File: src/rtl/make_instruc_asm.sv
// Assembles N_BYTES UART bytes into one NB_INSTR-bit instruction word.
// Byte order is MSB-first by default; define MAKE_INSTRUC_LSB_FIRST_EN for little-endian.
module make_instruc_asm #(
    parameter int unsigned NB_BYTE  = 8,
    parameter int unsigned N_BYTES  = 4,
    parameter int unsigned NB_INSTR = NB_BYTE * N_BYTES
) (
    input  logic                i_clk,
    input  logic                i_reset,
    input  logic                i_rx_done,
    input  logic [NB_BYTE-1:0]  entrada,
    output logic                ready_instruc,
    output logic [NB_INSTR-1:0] o_registro
);

    localparam int unsigned CNT_W = (N_BYTES > 1) ? $clog2(N_BYTES) : 1;
    localparam int unsigned LAST  = N_BYTES - 1;

    typedef enum logic [0:0] {
        COLLECT = 1'b0,
        DONE    = 1'b1
    } state_t;

    state_t              state_q, state_d;
    logic [CNT_W-1:0]    cnt_q, cnt_d;
    logic [NB_INSTR-1:0] shreg_q, shreg_d;
    logic [NB_INSTR-1:0] word_q, word_d;
    logic                ready_q, ready_d;
    logic [NB_INSTR-1:0] shifted_c;
    logic                last_byte_c;

    // Shift expressions stay legal when N_BYTES == 1 (no zero-width slices).
`ifdef MAKE_INSTRUC_LSB_FIRST_EN
    assign shifted_c = (shreg_q >> NB_BYTE) | (NB_INSTR'(entrada) << (NB_INSTR - NB_BYTE));
`else
    assign shifted_c = (shreg_q << NB_BYTE) | NB_INSTR'(entrada);
`endif

    assign last_byte_c = (cnt_q == CNT_W'(LAST));

    // Next-state and output logic
    always_comb begin
        state_d = state_q;
        cnt_d   = cnt_q;
        shreg_d = shreg_q;
        word_d  = word_q;
        ready_d = ready_q;

        if (i_rx_done) begin
            shreg_d = shifted_c;
            if (last_byte_c) begin
                cnt_d = '0;
            end else begin
                cnt_d = cnt_q + CNT_W'(1);
            end

            case (state_q)
                COLLECT: begin
                    if (last_byte_c) begin
                        state_d = DONE;
                        word_d  = shifted_c;
                        ready_d = 1'b1;
                    end
                end
                DONE: begin
                    // Accepted byte is byte 0 of the next word; completes at once if N_BYTES == 1.
                    if (last_byte_c) begin
                        state_d = DONE;
                        word_d  = shifted_c;
                        ready_d = 1'b1;
                    end else begin
                        state_d = COLLECT;
                        ready_d = 1'b0;
                    end
                end
                default: begin
                    state_d = COLLECT;
                    ready_d = 1'b0;
                end
            endcase
        end
    end

    always_ff @(posedge i_clk) begin
        if (!i_reset) begin
            state_q <= COLLECT;
            cnt_q   <= '0;
            shreg_q <= '0;
            word_q  <= '0;
            ready_q <= 1'b0;
        end else begin
            state_q <= state_d;
            cnt_q   <= cnt_d;
            shreg_q <= shreg_d;
            word_q  <= word_d;
            ready_q <= ready_d;
        end
    end

    assign ready_instruc = ready_q;
    assign o_registro    = word_q;

endmodule

File: config.mk
export PLATFORM = sky130hd
export DESIGN_NAME = make_instruc_asm
export DESIGN_NICKNAME = d
export VERILOG_FILES = /design/src/rtl/make_instruc_asm.sv
export SDC_FILE = /design/constraint.sdc
export NUM_CORES = 1
export LEC_CHECK = 0
export ABC_AREA = 1
export CAP_MARGIN = 0
export CORE_MARGIN = 5
export CORE_UTILIZATION = 55
export DETAILED_ROUTE_END_ITERATION = 7
export GPL_TIMING_DRIVEN = 1
export PLACE_DENSITY = 0.83
export RECOVER_POWER = 25
export SYNTH_ARGS = -nofsm -noshare
export SYNTH_HDL_FRONTEND = slang
export SYNTH_SLANG_ARGS = --single-unit
File: constraint.sdc
create_clock -name i_clk -period 1.68 [get_ports i_clk]
set_input_delay 0.336 -clock i_clk [delete_from_list [all_inputs] [get_ports i_clk]]
set_output_delay 0.336 -clock i_clk [all_outputs]
set_load 0.005 [all_outputs]
# ---- Word-level counts from Yosys, hierarchy flattened
# Cells that the tools add are included.
dict set report totals {
  regBits 60
  input_bits 11
  word_cells 17
}
dict set report classes {
  n_addsub 1
  n_eq_ne 2
  muxes 5
  bitwise_logic 2
  reduce_logical 2
}
# operator count
set op_table {}
lappend op_table {{32-bit 2-to-1 mux} 1}
lappend op_table {{32-bit by 8-bit OR with 32-bit output} 1}
lappend op_table {{2-bit AND reduction} 2}
lappend op_table {{2-bit by 1-bit adder with 2-bit output, second input constant} 1}
lappend op_table {{2-bit == test, second input constant} 1}
lappend op_table {{1-bit 2-to-1 mux} 2}
lappend op_table {{2-bit 2-to-1 mux} 1}
lappend op_table {{2-bit inequality test, second input constant} 1}
lappend op_table {{1-bit case mux with 2 select lines} 1}
lappend op_table {{1-bit NOT} 1}

# ---- Depth between registers and ports, before layout
# Gate-level depths: netlist of run 1.
dict set report depth {
  ltp_word 3
  ltp_mapped 7
  ltp_nobuf 5
}

# ---- Worst setup path before layout of run 1
# Ideal clock, no wire load.
dict set report synth_path {
  path_kind {register to register}
  startpoint {register cnt_q[0]}
  endpoint {register word_q[10] (netlist: o_registro[10])}
  setup_ns 0.115
  arrival_time_ns 0.985
  required_time_ns 1.565
  path_slack_ns 0.580
  path_stages_with_launch 6
  synth_period_minus_slack_ns 1.100
  path_cell_list {dfxtp_1 > ha_1 > buf_6 > buf_2 > a21oi_1 > nor2_1}
}
dict set report synth_between {
  elab_chain_cells 2
}
# element line_no
set synth_lines {}
lappend synth_lines {{start: declaration} 25} ;# logic [CNT_W-1:0] cnt_q, cnt_d;
lappend synth_lines {{start signal: assignment} 93} ;# cnt_q <= cnt_d;
lappend synth_lines {{2-bit == test} 39} ;# assign last_byte_c = (cnt_q == CNT_W'(LAST));
lappend synth_lines {{2-bit AND reduction (no line)} n/a}
lappend synth_lines {{end signal: assignment} 95} ;# word_q <= word_d;
lappend synth_lines {{end: declaration} 27} ;# logic [NB_INSTR-1:0] word_q, word_d;
# Every way passes these cells.
# A chain may end at the register's enable or synchronous reset.

# ---- Worst setup path in the final report of run 1
dict set report layout_path {
  startpoint {register ready_q (netlist: ready_instruc)}
  endpoint {output ready_instruc}
}
# element line_no
set layout_rtl {}
lappend layout_rtl {{start: declaration} 28} ;# logic ready_q, ready_d;
lappend layout_rtl {{start signal: assignment} 96} ;# ready_q <= ready_d;
lappend layout_rtl {{end: declaration} 12} ;# output logic ready_instruc,
# No word-level cell between the ends.

==> metrics.csv, run 1 <==
stage,metric,value,unit
status,run_status,"finished, final reports clean",
yosys,synth_warnings,0,
yosys,synth.distinct_cells,15,
global_routing,grt-ovfl-total,0,
sta,holdWs,0.466,ns
sta,worst_slew_pin_slew,0.490,ns
yosys,synth_area,0.00239,sq mm
placement,dpl_worst_slack,0.243,ns
clock_network,htree_num_levels,3,
sta,finalSetupTns,0,ns
routing,routed_via_density,4.82,
routing,drt-initial-drc-count,156,
setup_path,critPathRequiredTime,1.34,ns
clock_network,cts.sinks,60,
global_routing,grt_max_degree,52,
power,powerDensity,1040,mW/mm^2
clock_network,post-cts-setup-buffers,0,
min_path,holdPathStages,3,
cells_and_area,fillers,359,
setup_path,crit_family,buffers and inverters,
global_routing,antenna_found_initial,0,
setup_path,rrSetupSlack,0.45,ns
cells_and_area,utilization,0.698,
power,leakage,1.33,nW
sta,maxSlewHeadroom,0.673,
cells_and_area,drive_gt1_frac,0.0587,
min_path,hold_end,o_registro[13],
setup_path,end_kind,output pin,
placement,hpwl,3210,microns
yosys,yosysSeqAreaShare,0.502,
global_routing,track_usage,0.176,
floorplanning,chipWidth,76.0,microns
global_routing,grt_pass1_vias,1983,
placement,dp_cells,412,
sta,grt_setup_unrepaired,no,
clock_network,cts_max_path_buffers,2,
cells_and_area,diodes,0,
floorplanning,fp.dieH,76.0,microns
clock_network,clock_latency,0.33,ns
sta,finalWorstSetupSlack,0.145,ns
setup_path,cp_slowest_cell,clkdlybuf4s50_1,
sta,final-hold-violation-count,0,
placement,place_congestion,0.795,
sta,timing.fmax,0.651,GHz
clock_network,cts_root_buffer,clkbuf_8,
setup_path,cp_cell_sequence,clkdlybuf4s50_1,
setup_path,critPathLaunchType,register,
cells_and_area,finalNetCount,384,
run,maxCapViolations,0,
clock_network,cts.clk_slew.worst_paths,0.06,ns
yosys,synth_nets,346,
routing,drc_errors,0,
routing,wl_per_cell,11.3,microns
yosys,postSynthCellCount,333,
setup_path,rr_worst_depth,5,
placement,io_buffers,43,
setup_path,timing.rr.end,o_registro[10],
setup_path,reg2reg_from,cnt_q[0],
floorplanning,start_util,0.557,
clock_network,cts_buffers,9,
min_path,min_from,i_rx_done,
clock_network,cts_resized,0,
global_routing,grt_pass1_wl,8380,microns
power,peakVddDrop,719,uV
setup_path,path_buf_inv,1,
setup_path,cp_max_fo,2,
sta,fin_crit_sh,0.914,
cells_and_area,syn2layout_area_growth,25.3,%
clock_network,ctsHoldBuffers,0,
floorplanning,rows,24,
cells_and_area,stdcell_count,427,
min_path,worstHoldPathType,primary input to register,
floorplanning,coreArea,0.00429,sq mm
yosys,ys_ff_latch,60,
floorplanning,fp.dieArea,0.00577,sq mm
routing,drtPass1Iterations,4,
setup_path,path_class,register to output pin,
routing,vias,2057,
sta,finalSetupViolCount,0,
routing,antenna_left,0,
sta,final.min_clock_period,1.54,ns
yosys,avgSynthCellArea,7.18,sq um
routing,wirelength,4810,microns
sta,fin_worst_skew,0.00717,ns
sta,slew_violations,0,
setup_path,arrival,1.20,ns
setup_path,max_stage_delay,0.51,ns
floorplanning,ios,44,
clock_network,cts_tree,built,
==> worst max path at each step <==
stage,startpoint,end,depth (start not counted)
floorplan,cnt_q[0],o_registro[10],5
global placement,i_reset,cnt_q[1],4
detailed placement,i_reset,shreg_q[20],4
CTS,ready_instruc,ready_instruc,1
global route,ready_instruc,ready_instruc,1
finish,ready_instruc,ready_instruc,1
==> stage by stage <==
step,power [W],cell area (sq um)
6_report,0.00310,3000
5_1_grt,0.00325,3000
4_1_cts,0.00313,3010
3_5_place_dp,0.00183,2810
3_3_place_gp,0.00182,2810
2_1_floorplan,0.00172,2390
==> cell usage in the layout (no fill, tap or decap), types with 2 or more instances in the layout <==
cell,instances
clkdlybuf4s50_1,41
nand3_1,17
o21ai_0,18
clkbuf_1,2
nor2_1,86
clkbuf_8,12
ha_1,2
a21oi_1,26
dfxtp_1,60
buf_4,4
inv_1,32
nand2_1,67
==> kinds of logic (layout without fill, tap and decap cells) <==
logic type                 Yosys count  in the layout  synth area share
AOI/OAI and AO/OA                   44             44            0.0920
adders and majority gates            2              2            0.0105
buffers and inverters               56             98             0.115
DFF                                 60             60             0.502
and+or+nand+nor                    171            171             0.280
==> power by group <==
| group | internal, W | switching, W | total (W) | leakage [nW] |
|---|---|---|---|---|
| clock | 0.000800 | 0.000512 | 0.00131 | 0.103 |
| combinational | 0.000122 | 0.000147 | 0.000269 | 0.738 |
| sequential | 0.00148 | 0.0000382 | 0.00152 | 0.490 |
==> registers in the layout, indices dropped and copies added, names as in the netlist <==
register,flops
cnt_q,2
ready_instruc,1
o_registro,32
state_q,1
shreg_q,24
==> synth_stat cells (all sizes together) <==
library cell / n / area share
nor2: 86 / 0.13
nand2: 68 / 0.11
dfxtp: 60 / 0.50
inv: 33 / 0.053
a21oi: 26 / 0.054
buf: 21 / 0.059
o21ai: 18 / 0.038
nand3: 17 / 0.036
ha: 2 / 0.010
clkbuf: 1 / 0.0021
clkinv: 1 / 0.0016
==> per-layer routing <==
layer / GRT usage / wire length [microns] / part of all wire
met4: 0.0836 / 97 / 0.020
met3: 0.0509 / 247 / 0.051
met1: 0.197 / 2100 / 0.44
met5: 0 / 0 / 0
met2: 0.302 / 2360 / 0.49
==> area by class of cell <==
| cell class | count | area [sq um] | share of cell area |
|---|---|---|---|
| inverters | 34 | 130 | 0.0434 |
| multi-input cells | 217 | 916 | 0.306 |
| flip-flops and latches | 60 | 1200 | 0.401 |
| repair buffers | 49 | 483 | 0.161 |
| clock inverters | 1 | 30.0 | 0.0100 |
| well taps | 52 | 65.1 | 0.0217 |
| clock buffers | 14 | 173 | 0.0576 |
Note: power is estimated with default switching activity, not from simulation.
==> run 2: changes to the inputs <==
CAP_MARGIN = not set   (was 0)
GPL_ROUTABILITY_DRIVEN = 1   (was not set)
PLACE_DENSITY = not set   (was 0.83)
PLACE_DENSITY_LB_ADDON = 0.2   (was not set)
==> run 2 against run 1 <==
Clock skew shrank 0.0043 ns. Critical path depth is the same. Global-route usage is essentially flat. Combinational power grew 2%. Flip-flop and latch count is the same. Cell area shrank 0.54%. First-iteration DRC count shrank 8.3%. Sequential share of layout area grew 0.22 points.
==> metrics.csv, run 2 (synthesis gave the netlist of run 1 again) <==
stage,metric,value,unit,change
global_routing,grt_pass1_wl,8480,microns,+1.2%
clock_network,cts_tree,built,,
power,p_clk_frac,0.382,,-0.041
floorplanning,fp.dieArea,0.00577,sq mm,unchanged
clock_network,ctsHoldBuffers,0,,unchanged
floorplanning,start_util,0.557,,unchanged
cells_and_area,diodes,0,,unchanged
routing,drtPass1Iterations,4,,unchanged
setup_path,cp_slowest_cell,clkdlybuf4s50_1,,
routing,routed_via_density,4.76,,-1.2%
setup_path,path_buf_inv,1,,unchanged
power,powerDensity,976,mW/mm^2,-5.8%
sta,slew_violations,0,,unchanged
clock_network,cts_buffers,9,,unchanged
routing,wl_met1,2360,microns,+12%
power,intPower,0.00222,W,-8.0%
setup_path,arrival,1.17,ns,-0.03 ns
global_routing,grt-ovfl-total,0,,unchanged
floorplanning,rows,24,,unchanged
routing,antenna_left,0,,unchanged
placement,hpwl,3160,microns,-1.5%
setup_path,cp_cell_sequence,clkdlybuf4s50_1,,
routing,wirelength,4790,microns,-0.35%
sta,fin_crit_sh,0.894,,-0.0202
routing,vias,2028,,-1.4%
floorplanning,fp.dieH,76.0,microns,unchanged
global_routing,antenna_found_initial,0,,unchanged
cells_and_area,largest_reg_flops,32,,unchanged
setup_path,rr_worst_depth,5,,unchanged
cells_and_area,fillers,386,,+7.5%
placement,place_congestion,0.740,,-6.9%
setup_path,path_class,register to output pin,,
clock_network,htree_num_levels,3,,unchanged
global_routing,grt_pass1_vias,1876,,-5.4%
power,p_switching,0.000695,W,-0.43%
clock_network,cts_resized,0,,unchanged
sta,final-hold-violation-count,0,,unchanged
global_routing,track_usage,0.176,,+0.000409
cells_and_area,final_common_cell,nor2_1,,
setup_path,cp_max_fo,2,,unchanged
global_routing,grt_max_degree,48,,-7.7%
power,leakage,1.32,nW,-0.67%
routing,drt-initial-drc-count,143,,-8.3%
cells_and_area,finalNetCount,383,,-0.26%
floorplanning,coreArea,0.00429,sq mm,unchanged
clock_network,cts_max_path_buffers,2,,unchanged
routing,drc_errors,0,,unchanged
setup_path,max_stage_delay,0.51,ns,about the same
power,sw_frac_of_total,0.239,,+0.0140
sta,finalSetupTns,0,ns,unchanged
cells_and_area,stdcell_area,0.00298,sq mm,-0.54%
sta,maxSlewHeadroom,0.738,,+0.0649
setup_path,critPathLaunchType,register,,
placement,io_buffers,43,,unchanged
clock_network,clock_latency,0.32,ns,about the same
routing,met2_length,2140,microns,-9.0%
cells_and_area,layout_common_cells,"86 x nor2_1, 67 x nand2_1, 60 x dfxtp_1",,
sta,holdWs,0.460,ns,-0.00595 ns
sta,final.min_clock_period,1.50,ns,-0.0340 ns
power,power.share.sequential,0.524,,+0.033
setup_path,critPathRequiredTime,1.34,ns,about the same
cells_and_area,drive_gt1_frac,0.0561,,-0.00252
run,maxCapViolations,0,,unchanged
routing,wl_per_cell,11.2,microns,-0.12%
clock_network,post-cts-setup-buffers,0,,unchanged
min_path,holdPathStages,2,,-1
status,run_status,"finished, final reports clean",,
floorplanning,chipWidth,76.0,microns,unchanged
floorplanning,ios,44,,unchanged
sta,grt_setup_unrepaired,no,,
sta,timing.fmax,0.666,GHz,+2.3%
placement,placedInstanceArea,0.00281,sq mm,+0.18%
clock_network,cts_root_buffer,clkbuf_8,,
min_path,worstHoldPathType,register to register,,
sta,worst_slew_pin_slew,0.393,ns,-0.0973 ns
setup_path,end_kind,output pin,,
cells_and_area,syn2layout_area_growth,24.6,%,
routing,maxUsedRoutingLayer,met4,,
sta,finalSetupViolCount,0,,unchanged
power,peakVddDrop,625,uV,-13%
sta,fin_worst_skew,0.00290,ns,-0.00427 ns
power,p_comb_frac,0.094,,+0.007
clock_network,cts.clk_slew.worst_paths,0.06,ns,about the same
setup_path,crit_family,buffers and inverters,,
routing,met3_length,208,microns,-16%
setup_path,path_depth,1,,unchanged
clock_network,cts.sinks,60,,unchanged
[run 2: final timing paths]
kind,to,slack [ns],startpoint
setup / recovery,o_registro[24],0.18,o_registro[24]
hold / removal,ready_instruc,0.46,ready_instruc
setup reg to reg,o_registro[8],0.43,cnt_q[0]
hold reg to reg,ready_instruc,0.46,ready_instruc
[run 2: power groups by stage]
stage	Sequential, W	Combinational (W)	Clock (W)
finish	0.00152	0.000274	0.00111
detailed placement	0.00156	0.000275	0
CTS	0.00152	0.000278	0.00113
floorplan	0.00155	0.000177	0
global route	0.00153	0.000314	0.00119
global placement	0.00155	0.000271	0
[run 2: worst min-delay path, stage by stage (launching register included)]
cell     delay, ns
dfxtp_1       0.31
nand2_1       0.06
a21oi_1       0.05
[run 2: cell type report]
class                   count  area, sq um  area share
flip-flops and latches     60         1200       0.403
multi-input cells         217          916       0.307
repair buffers             48          500       0.168
clock buffers              13          159      0.0533
inverters                  34          130      0.0436
well taps                  52         65.1      0.0218
clock inverters             2         10.0     0.00336
[run 2: per-stage QoR]
| step | util | total power, W | setup slack, ns | std cells |
|---|---|---|---|---|
| finish | 0.694 | 0.00291 | 0.179 | 426 |
| detailed placement | 0.655 | 0.00183 | 0.160 | 411 |
| CTS | 0.694 | 0.00293 | 0.157 | 426 |
| floorplan | - | 0.00172 | 0.580 | 333 |
| global placement | 0.655 | 0.00183 | 0.204 | 411 |
| global route | 0.694 | 0.00303 | 0.122 | 426 |
[run 2: layer usage]
layer	global-route usage	up-vias
met3	0.0438	7
met4	0.0854	0
met2	0.266	37
met5	0	-
met1	0.233	898
li1	-	1086
